**src/rtl/cv32e40p_pkg.sv**
```systemverilog
// Shared types for the instruction-side OBI arbiter.
package cv32e40p_pkg;

  localparam int INSTR_ARB_NUM_REQ = 2;

  typedef logic instr_arb_id_t;

  typedef enum logic {
    ARB_UNLOCKED = 1'b0,
    ARB_LOCKED   = 1'b1
  } instr_arb_lock_e;

  // Round-robin pick between the two requesters; a conflict goes to the one not granted last.
  function automatic instr_arb_id_t instr_arb_rr_pick(
    input logic [INSTR_ARB_NUM_REQ-1:0] req,
    input instr_arb_id_t                last
  );
    instr_arb_id_t pick;
    case (req)
      2'b10:   pick = 1'b1;
      2'b11:   pick = ~last;
      default: pick = 1'b0;
    endcase
    return pick;
  endfunction

endpackage

```
**src/rtl/cv32e40p_instr_arb_fifo.sv**
```systemverilog
// In-order FIFO of requester IDs for granted-but-unanswered instruction fetches.
module cv32e40p_instr_arb_fifo
  import cv32e40p_pkg::*;
#(
  parameter int unsigned DEPTH = 2,
  localparam int unsigned CNT_W = $clog2(DEPTH + 1)
) (
  input  logic             i_clk,
  input  logic             i_rst,
  input  logic             i_push,
  input  instr_arb_id_t    i_push_id,
  input  logic             i_pop,
  output instr_arb_id_t    o_head_id,
  output logic [CNT_W-1:0] o_count,
  output logic             o_full,
  output logic             o_empty,
  output logic             o_full_bypass
);

  localparam int unsigned PTR_W = (DEPTH > 1) ? $clog2(DEPTH) : 1;

  instr_arb_id_t    r_mem [DEPTH];
  logic [PTR_W-1:0] r_wr_ptr;
  logic [PTR_W-1:0] r_rd_ptr;
  logic [CNT_W-1:0] r_count;

  logic w_push;
  logic w_pop;

  function automatic logic [PTR_W-1:0] ptr_inc(input logic [PTR_W-1:0] p);
    return (p == PTR_W'(DEPTH - 1)) ? '0 : p + 1'b1;
  endfunction

  always_comb begin
    o_empty       = (r_count == '0);
    o_full        = (r_count == CNT_W'(DEPTH));
    w_pop         = i_pop && !o_empty;
    // A pop in the same cycle frees a slot, so a full FIFO may still accept a push.
    o_full_bypass = o_full && !w_pop;
    w_push        = i_push && !o_full_bypass;
    o_head_id     = r_mem[r_rd_ptr];
    o_count       = r_count;
  end

  always_ff @(posedge i_clk) begin
    if (i_rst) begin
      r_wr_ptr <= '0;
      r_rd_ptr <= '0;
      r_count  <= '0;
    end else begin
      if (w_push) begin
        r_wr_ptr <= ptr_inc(r_wr_ptr);
      end
      if (w_pop) begin
        r_rd_ptr <= ptr_inc(r_rd_ptr);
      end
      case ({w_push, w_pop})
        2'b10:   r_count <= r_count + 1'b1;
        2'b01:   r_count <= r_count - 1'b1;
        default: r_count <= r_count;
      endcase
    end
  end

  always_ff @(posedge i_clk) begin
    if (w_push) begin
      r_mem[r_wr_ptr] <= i_push_id;
    end
  end

endmodule

```
**src/rtl/cv32e40p_instr_obi_arbiter.sv**
```systemverilog
// Two-requester arbiter onto one OBI instruction port with in-order response routing.
module cv32e40p_instr_obi_arbiter
  import cv32e40p_pkg::*;
#(
  parameter int unsigned MAX_OUTSTANDING = 2,
  parameter int unsigned ID_PRIO         = 0
) (
  input  logic                                clk,
  input  logic                                rst,
  input  logic [INSTR_ARB_NUM_REQ-1:0]        req_i,
  input  logic [INSTR_ARB_NUM_REQ-1:0][31:0]  addr_i,
  output logic [INSTR_ARB_NUM_REQ-1:0]        gnt_o,
  output logic [INSTR_ARB_NUM_REQ-1:0]        rvalid_o,
  output logic [31:0]                         rdata_o,
  output logic [INSTR_ARB_NUM_REQ-1:0]        err_o,
  output logic                                instr_req_o,
  output logic [31:0]                         instr_addr_o,
  input  logic                                instr_gnt_i,
  input  logic                                instr_rvalid_i,
  input  logic [31:0]                         instr_rdata_i,
  input  logic                                instr_err_i,
  output logic                                busy_o
);

  localparam int unsigned   CNT_W    = $clog2(MAX_OUTSTANDING + 1);
  localparam instr_arb_id_t LAST_RST = (ID_PRIO == 0) ? 1'b1 : 1'b0;

  instr_arb_lock_e r_lock_state;
  instr_arb_id_t   r_locked_id;
  instr_arb_id_t   r_last;

  instr_arb_id_t    w_sel;
  instr_arb_id_t    w_head;
  logic             w_any;
  logic             w_locked;
  logic             w_push;
  logic             w_full;
  logic             w_empty;
  logic             w_full_bypass;
  logic [CNT_W-1:0] w_count;

  cv32e40p_instr_arb_fifo #(
    .DEPTH (MAX_OUTSTANDING)
  ) u_fifo (
    .i_clk         (clk),
    .i_rst         (rst),
    .i_push        (w_push),
    .i_push_id     (w_sel),
    .i_pop         (instr_rvalid_i),
    .o_head_id     (w_head),
    .o_count       (w_count),
    .o_full        (w_full),
    .o_empty       (w_empty),
    .o_full_bypass (w_full_bypass)
  );

  always_comb begin
    w_any    = |req_i;
    w_locked = (r_lock_state == ARB_LOCKED);
    w_sel    = w_locked ? r_locked_id : instr_arb_rr_pick(req_i, r_last);

    // Once a request is on the bus it is held until granted, whatever the requester does.
    instr_req_o  = (w_any || w_locked) && !w_full_bypass;
    instr_addr_o = addr_i[w_sel];
    w_push       = instr_req_o && instr_gnt_i;

    gnt_o        = '0;
    gnt_o[w_sel] = w_push;

    rvalid_o         = '0;
    err_o            = '0;
    rvalid_o[w_head] = instr_rvalid_i && !w_empty;
    err_o[w_head]    = instr_rvalid_i && !w_empty && instr_err_i;
    rdata_o          = instr_rdata_i;

    busy_o = !w_empty || w_locked;
  end

  always_ff @(posedge clk) begin
    if (rst) begin
      r_lock_state <= ARB_UNLOCKED;
      r_locked_id  <= 1'b0;
      r_last       <= LAST_RST;
    end else begin
      if (instr_req_o && !instr_gnt_i) begin
        r_lock_state <= ARB_LOCKED;
        r_locked_id  <= w_sel;
      end else if (w_push) begin
        r_lock_state <= ARB_UNLOCKED;
      end
      if (w_push) begin
        r_last <= w_sel;
      end
    end
  end

`ifndef SYNTHESIS
  a_lock_hold: assert property (@(posedge clk) disable iff (rst)
    (instr_req_o && !instr_gnt_i) |=> (req_i[r_locked_id] && $stable(instr_addr_o)));

  a_no_orphan_rvalid: assert property (@(posedge clk) disable iff (rst)
    instr_rvalid_i |-> !w_empty);

  a_count_bound: assert property (@(posedge clk) disable iff (rst)
    (w_count <= CNT_W'(MAX_OUTSTANDING)) && (w_full == (w_count == CNT_W'(MAX_OUTSTANDING))));
`endif

endmodule

```
**config.mk**
```make
export PLATFORM = sky130hd
export DESIGN_NAME = cv32e40p_instr_obi_arbiter
export DESIGN_NICKNAME = d
export VERILOG_FILES = /design/src/rtl/cv32e40p_pkg.sv /design/src/rtl/cv32e40p_instr_arb_fifo.sv /design/src/rtl/cv32e40p_instr_obi_arbiter.sv
export SDC_FILE = /design/constraint.sdc
export NUM_CORES = 1
export LEC_CHECK = 0
export ABC_AREA = 1
export CORE_ASPECT_RATIO = 0.7
export CORE_MARGIN = 3
export CORE_UTILIZATION = 24
export DETAILED_ROUTE_END_ITERATION = 10
export PLACE_DENSITY = 0.82
export SETUP_SLACK_MARGIN = 0.5
export SYNTH_ARGS = -nofsm -noshare
export SYNTH_HDL_FRONTEND = slang
export SYNTH_SLANG_ARGS = --single-unit
```
**constraint.sdc**
```tcl
create_clock -name clk -period 1.9 [get_ports clk]
set_input_delay 0.475 -clock clk [delete_from_list [all_inputs] [get_ports clk]]
set_output_delay 0.475 -clock clk [all_outputs]
set_load 0.03 [all_outputs]
```
Word-level counts from Yosys, hierarchy flattened
Memories as Yosys holds them, arrays and structs flattened. A register that Yosys moved wholly into a read port is not among the register bits. Cells that the tools add are included.

Memories kept: 1. Output and inout port bits: 72. Register bits after elaboration: 7. RAM bits: 2.

Reductions and logical operators: 19. Eq/ne operators: 5. Add/subtract/negate cells: 4. Bitwise operators: 4. Multiplexer cells: 17. Order comparisons: 4.

Memories: u_fifo.r_mem (words 2, bits a word 1, read ports 1, clocked after Yosys merged registers in 1, wr ports 1, RTL line cv32e40p_instr_arb_fifo.sv:22) `instr_arb_id_t r_mem [DEPTH];`.

Operators by type and width (count): two-way mux 32 bit (2); two-way mux 1 bit (11); logical AND 1 bit (9); equality test 2 bit, second input constant (4); AND 2 bit (3); logical NOT 1 bit (4); less-than comparator 1 x 2 -> 1 bit, second input constant (2); one-hot mux 2 bit (2 select lines) (1); nonzero test 2 bit (2); adder 1 bit, second input constant (2); adder 2 x 1 -> 2 bit, second input constant (1); demux 1 bit (select 1 bit) (2); equality test 2 x 1 -> 1 bit, second input constant (1); >= comparator 1 bit, second input constant (2); logical NOT 2 bit (1); logical OR 1 bit (2); one-hot mux 1 bit (2 select lines) (1); OR reduction 2 bit (1); subtractor 2 x 1 -> 2 bit, second input constant (1); inverter 1 bit (1).

Depth between registers and ports, before layout
Word-level depth: 11. Depth in mapped cells: 8. Depth with buffers taken out: 8.

By module
Synthesis repeated with hierarchy kept, for this count alone.

Cell total of the unflattened synthesis: 220. Area total of the unflattened synthesis: 1248.7 um2.

Modules (own cells, without submodules): cv32e40p_instr_obi_arbiter (area an instance 907.1 um2, seq. area each 60.1 um2, cells an instance 177, instances 1); cv32e40p_instr_arb_fifo (area an instance 341.6 um2, seq. area each 160.2 um2, cells an instance 43, instances 1).

Least setup slack after synthesis
No wires, ideal clock.

Kind: register to output. From: memory u_fifo.r_mem[0] (netlist bit). To: output port err_o[0]. Setup slack: 0.093 ns. Required time: 1.425 ns. Buffers on the path: 0. Stages on the path, launching flop included: 4. Arrival: 1.332 ns. Cell sequence: edfxtp_1 -> o21ai_0 -> inv_1 -> nor3_1.

RTL lines: start, declared (RTL line cv32e40p_instr_arb_fifo.sv:22); end, declared (RTL line cv32e40p_instr_obi_arbiter.sv:15) `output logic [INSTR_ARB_NUM_REQ-1:0] err_o,`.

Worst setup path in the final report
From: input port req_i[0]. To: output port instr_addr_o[29].

Word-level cells in the longest chain between the ends: 5. Elaborated cells between the ends (all ways): 6. Those cells by class: eq/ne: 2; mux: 4.

Ends and longest elaborated chain: start, declared (RTL line cv32e40p_instr_obi_arbiter.sv:10) `input logic [INSTR_ARB_NUM_REQ-1:0] req_i,`; equality test 2 bit (RTL line cv32e40p_pkg.sv:19) `case (req)`; one-hot mux 1 bit (2 select lines) (*) (RTL line cv32e40p_pkg.sv:19); two-way mux 1 bit (*) (RTL line cv32e40p_instr_obi_arbiter.sv:60) `w_sel = w_locked ? r_locked_id : instr_arb_rr_pick(req_i, r_last);`; two-way mux 32 bit (not written as such) (*) (2 in a row) (RTL line cv32e40p_instr_obi_arbiter.sv:64) `instr_addr_o = addr_i[w_sel];`; end, declared (RTL line cv32e40p_instr_obi_arbiter.sv:17) `output logic [31:0] instr_addr_o,`.

Every way passes the cells marked *; elsewhere a longest branch is shown, timed or not. The select of a mux whose other input is x is not followed.

==> flow_summary.json <==
{
  "finalWirelength_microns": 5417,
  "track_usage_pct": 18.12,
  "routedWlPerCell_microns": 14.37,
  "arrival_ps": 1430,
  "synth_top_area_cell": "nand2_1",
  "status": "finished, violations left",
  "row_count": 20,
  "whs_ps": 470.2,
  "nets": 416,
  "die_w_microns": 90.34,
  "overflow": 0,
  "path_buf_inv": 5,
  "grt_pass1_wl_microns": 8569,
  "drtPass1Iterations": 4,
  "ys.flop_type": "dfxtp_1",
  "final_util_pct": 72.20,
  "rsz0062_at_grt": "yes",
  "dieArea_sq_um": 5875,
  "synth-adder-area-share_pct": 1.047,
  "synthDistinctLibCells": 21,
  "ys_ff_latch": 10,
  "hold_viol": 0,
  "clkLatencyLatePin_ps": 230,
  "initial_utilization_pct": 26.24,
  "power_density_nw_per_um2": 595.3,
  "drc": 0,
  "skew_ps": 4.134,
  "hold_buffers": 0,
  "ys_top_cells_by_count": "nand2_1 (110), buf_4 (35), inv_1 (13)",
  "crit_path_top_delay_cell": "buf_12",
  "seq_area_frac_synth_pct": 18.43,
  "period_needed_ps": 1907,
  "postSynthCellCount": 207,
  "cts_max_path_buffers": 2,
  "detailed_place_hpwl_microns": 3641,
  "cp_max_fo": 8,
  "maxSlewHeadroom_pct": 78.51,
  "root_buffer": "clkbuf_8",
  "leakage_uw": 0.001555,
  "cts_tree": "yes",
  "power_uw": 1957,
  "ys_warn_count": 0,
  "clkSinkCount": 10,
  "drt-initial-drc-count": 45,
  "cp-end-kind": "primary output",
  "synthToLayoutAreaGrowth_pct": 175.2,
  "syn_nets": 311,
  "critical_path_required_ps": 1420,
  "clk_pin_slew_ps": 50,
  "synth_top_family_by_area": "simple AND/OR/NAND/NOR gates",
  "gp_congestion": 0.7736,
  "crit_chain": "buf_6 > nand2_4 > nand3_4 > nand2_4 > buf_6 > buf_16 > buf_12 > nand2_4 > nand2_4 > buf_6",
  "die_y_microns": 65.04,
  "crit_top_cell": "nand2_4",
  "ys_top_cells_by_area": "nand2_1 (35%), buf_4 (22%), dfxtp_1 (13%), edfxtp_1 (5.0%), inv_1 (4.1%)",
  "tns_ps": -27.14,
  "slew_viol_final": 0,
  "grt_pass1_vias": 1749,
  "maxCapViolations": 0,
  "grt_max_degree": 11,
  "cpLargestDelayFamily": "buffers and inverters",
  "muxShareOfSynthArea_pct": 0,
  "period_share_pct": 100.4,
  "drive_gt1_share_pct": 58.84,
  "coreArea_sq_um": 4554,
  "synth.most_common_cell": "nand2_1",
  "place_worst_setup_slack_ps": -363.9,
  "setup_ws_ps": -6.788,
  "antenna_found_initial": 0,
  "worst-setup-path-type": "input port to primary output",
  "syn-cell-area_sq_um": 1195,
  "htreeDepth": 1,
  "yosys.area_share.simple_pct": 47.12,
  "max_stage_delay_ps": 160,
  "io_pins": 175,
  "start_kind": "input port",
  "avgSynthCellArea_sq_um": 5.772,
  "synth_xor_area_share_pct": 0,
  "numCtsBuffers": 3,
  "synth_async_sr_flop_share_pct": 0,
  "via_per_inst": 4.379,
  "num-fill-cells": 323,
  "setup_viol": 6,
  "synth_top_area_share_pct": 34.55,
  "synth_compound_area_share_pct": 4.817,
  "io_buffers": 110,
  "synth_edf_count": 2,
  "antenna_cells": 0,
  "hold_class": "register to register",
  "ir_worst_vdd_mv": 0.3407,
  "vias": 1651,
  "violations": "setup timing",
  "worst_pin_slew_ps": 321.2,
  "ant_nets": 0,
  "fmax_mhz": 524.4
}
==> where the power goes <==
group | internal [uW] | switching [uW] | total [uW]
Sequential | 252 | 27.4 | 279
Combinational | 721 | 742 | 1460
Clock | 141 | 74.3 | 215
==> routing by layer <==
metal / GRT usage, % / routed length (microns) / vias up
met4: 2.481 / 51 / 0
met5: 0 / 0 / -
li1: - / - / 808
met3: 5.800 / 388 / 8
met2: 35.63 / 2994 / 72
met1: 19.49 / 1983 / 763
==> cells by family (layout without fill, tap and decap cells) <==
family | Yosys count | in the layout
DFF | 10 | 10
and+or+nand+nor | 132 | 132
adders and majority gates | 1 | 1
buffers and inverters | 55 | 159
AOI/OAI and AO/OA | 9 | 9
==> area by class of cell <==
class	instances	area [sq um]	share of cell area (%)
inverters	17	87.58	2.664
clock inverters	1	3.754	0.1142
well taps	66	82.58	2.511
clock buffers	3	41.29	1.256
multi-input cells	142	1286	39.12
repair buffers	138	1562	47.49
flip-flops and latches	10	225.2	6.849
==> worst min-delay path: cells and delay by family (launching register included) <==
family / cells / cell delay, ps
AOI/OAI and AO/OA: 1 / 60
buffers and inverters: 1 / 70
DFF: 1 / 290
==> repair_timing <==
item,CTS,global route
setup buffers,11,1
setup endpoints to repair,52,42
cloned,3,0
resized for setup,133,10
pin swaps,22,9
hold endpoints to repair,0,0
==> flip-flops by register name (all words and copies together) (netlist names), named ones only <==
register / cells
u_fifo.r_mem: 2
u_fifo.r_wr_ptr: 1
u_fifo.o_count: 2
r_last: 1
u_fifo.r_rd_ptr: 1
r_locked_id: 1
r_lock_state: 1
==> layout by cell type (no fill, tap or decap), types with 2 or more instances in the layout <==
cell type,netlist,final
nor2_1,10,6
dlygate4sd2_1,0,2
dfxtp_2,0,4
buf_12,0,9
nor2_2,0,2
clkbuf_8,0,3
clkdlybuf4s50_1,0,65
nand2_2,0,7
dfxtp_1,8,4
nand2_1,110,31
o21ai_2,0,2
nor2_4,0,2
a21oi_1,4,4
edfxtp_1,2,2
buf_8,0,2
inv_1,13,9
inv_2,4,4
buf_4,35,9
inv_4,0,3
nand4_1,2,2
nand2_4,1,73
buf_16,0,2
buf_2,3,2
nand3_4,1,3
buf_6,0,46
nor3_4,0,2
==> metrics by stage <==
| step | cell area [sq um] | instances |
|---|---|---|
| 6_report | 3288 | 377 |
| 5_1_grt | 3288 | 377 |
| 4_1_cts | 3227 | 376 |
| 3_5_place_dp | 2567 | 358 |
| 3_3_place_gp | 2567 | 358 |
| 2_1_floorplan | 1625 | 207 |
==> path summary, 6_finish.rpt <==
kind | startpoint | to | slack, ps | cells past startpoint
setup reg to reg | u_fifo.o_count[1]$_SDFFE_PP0P_ | u_fifo.o_count[1]$_SDFFE_PP0P_ | 270 | 9
hold reg to reg | u_fifo.r_rd_ptr$_SDFFE_PP0P_ | u_fifo.r_rd_ptr$_SDFFE_PP0P_ | 470 | 2
hold / removal | u_fifo.r_rd_ptr$_SDFFE_PP0P_ | u_fifo.r_rd_ptr$_SDFFE_PP0P_ | 470 | 2
setup / recovery | req_i[0] | instr_addr_o[29] | -7 | 10
Power figures use the tool's default switching activity.
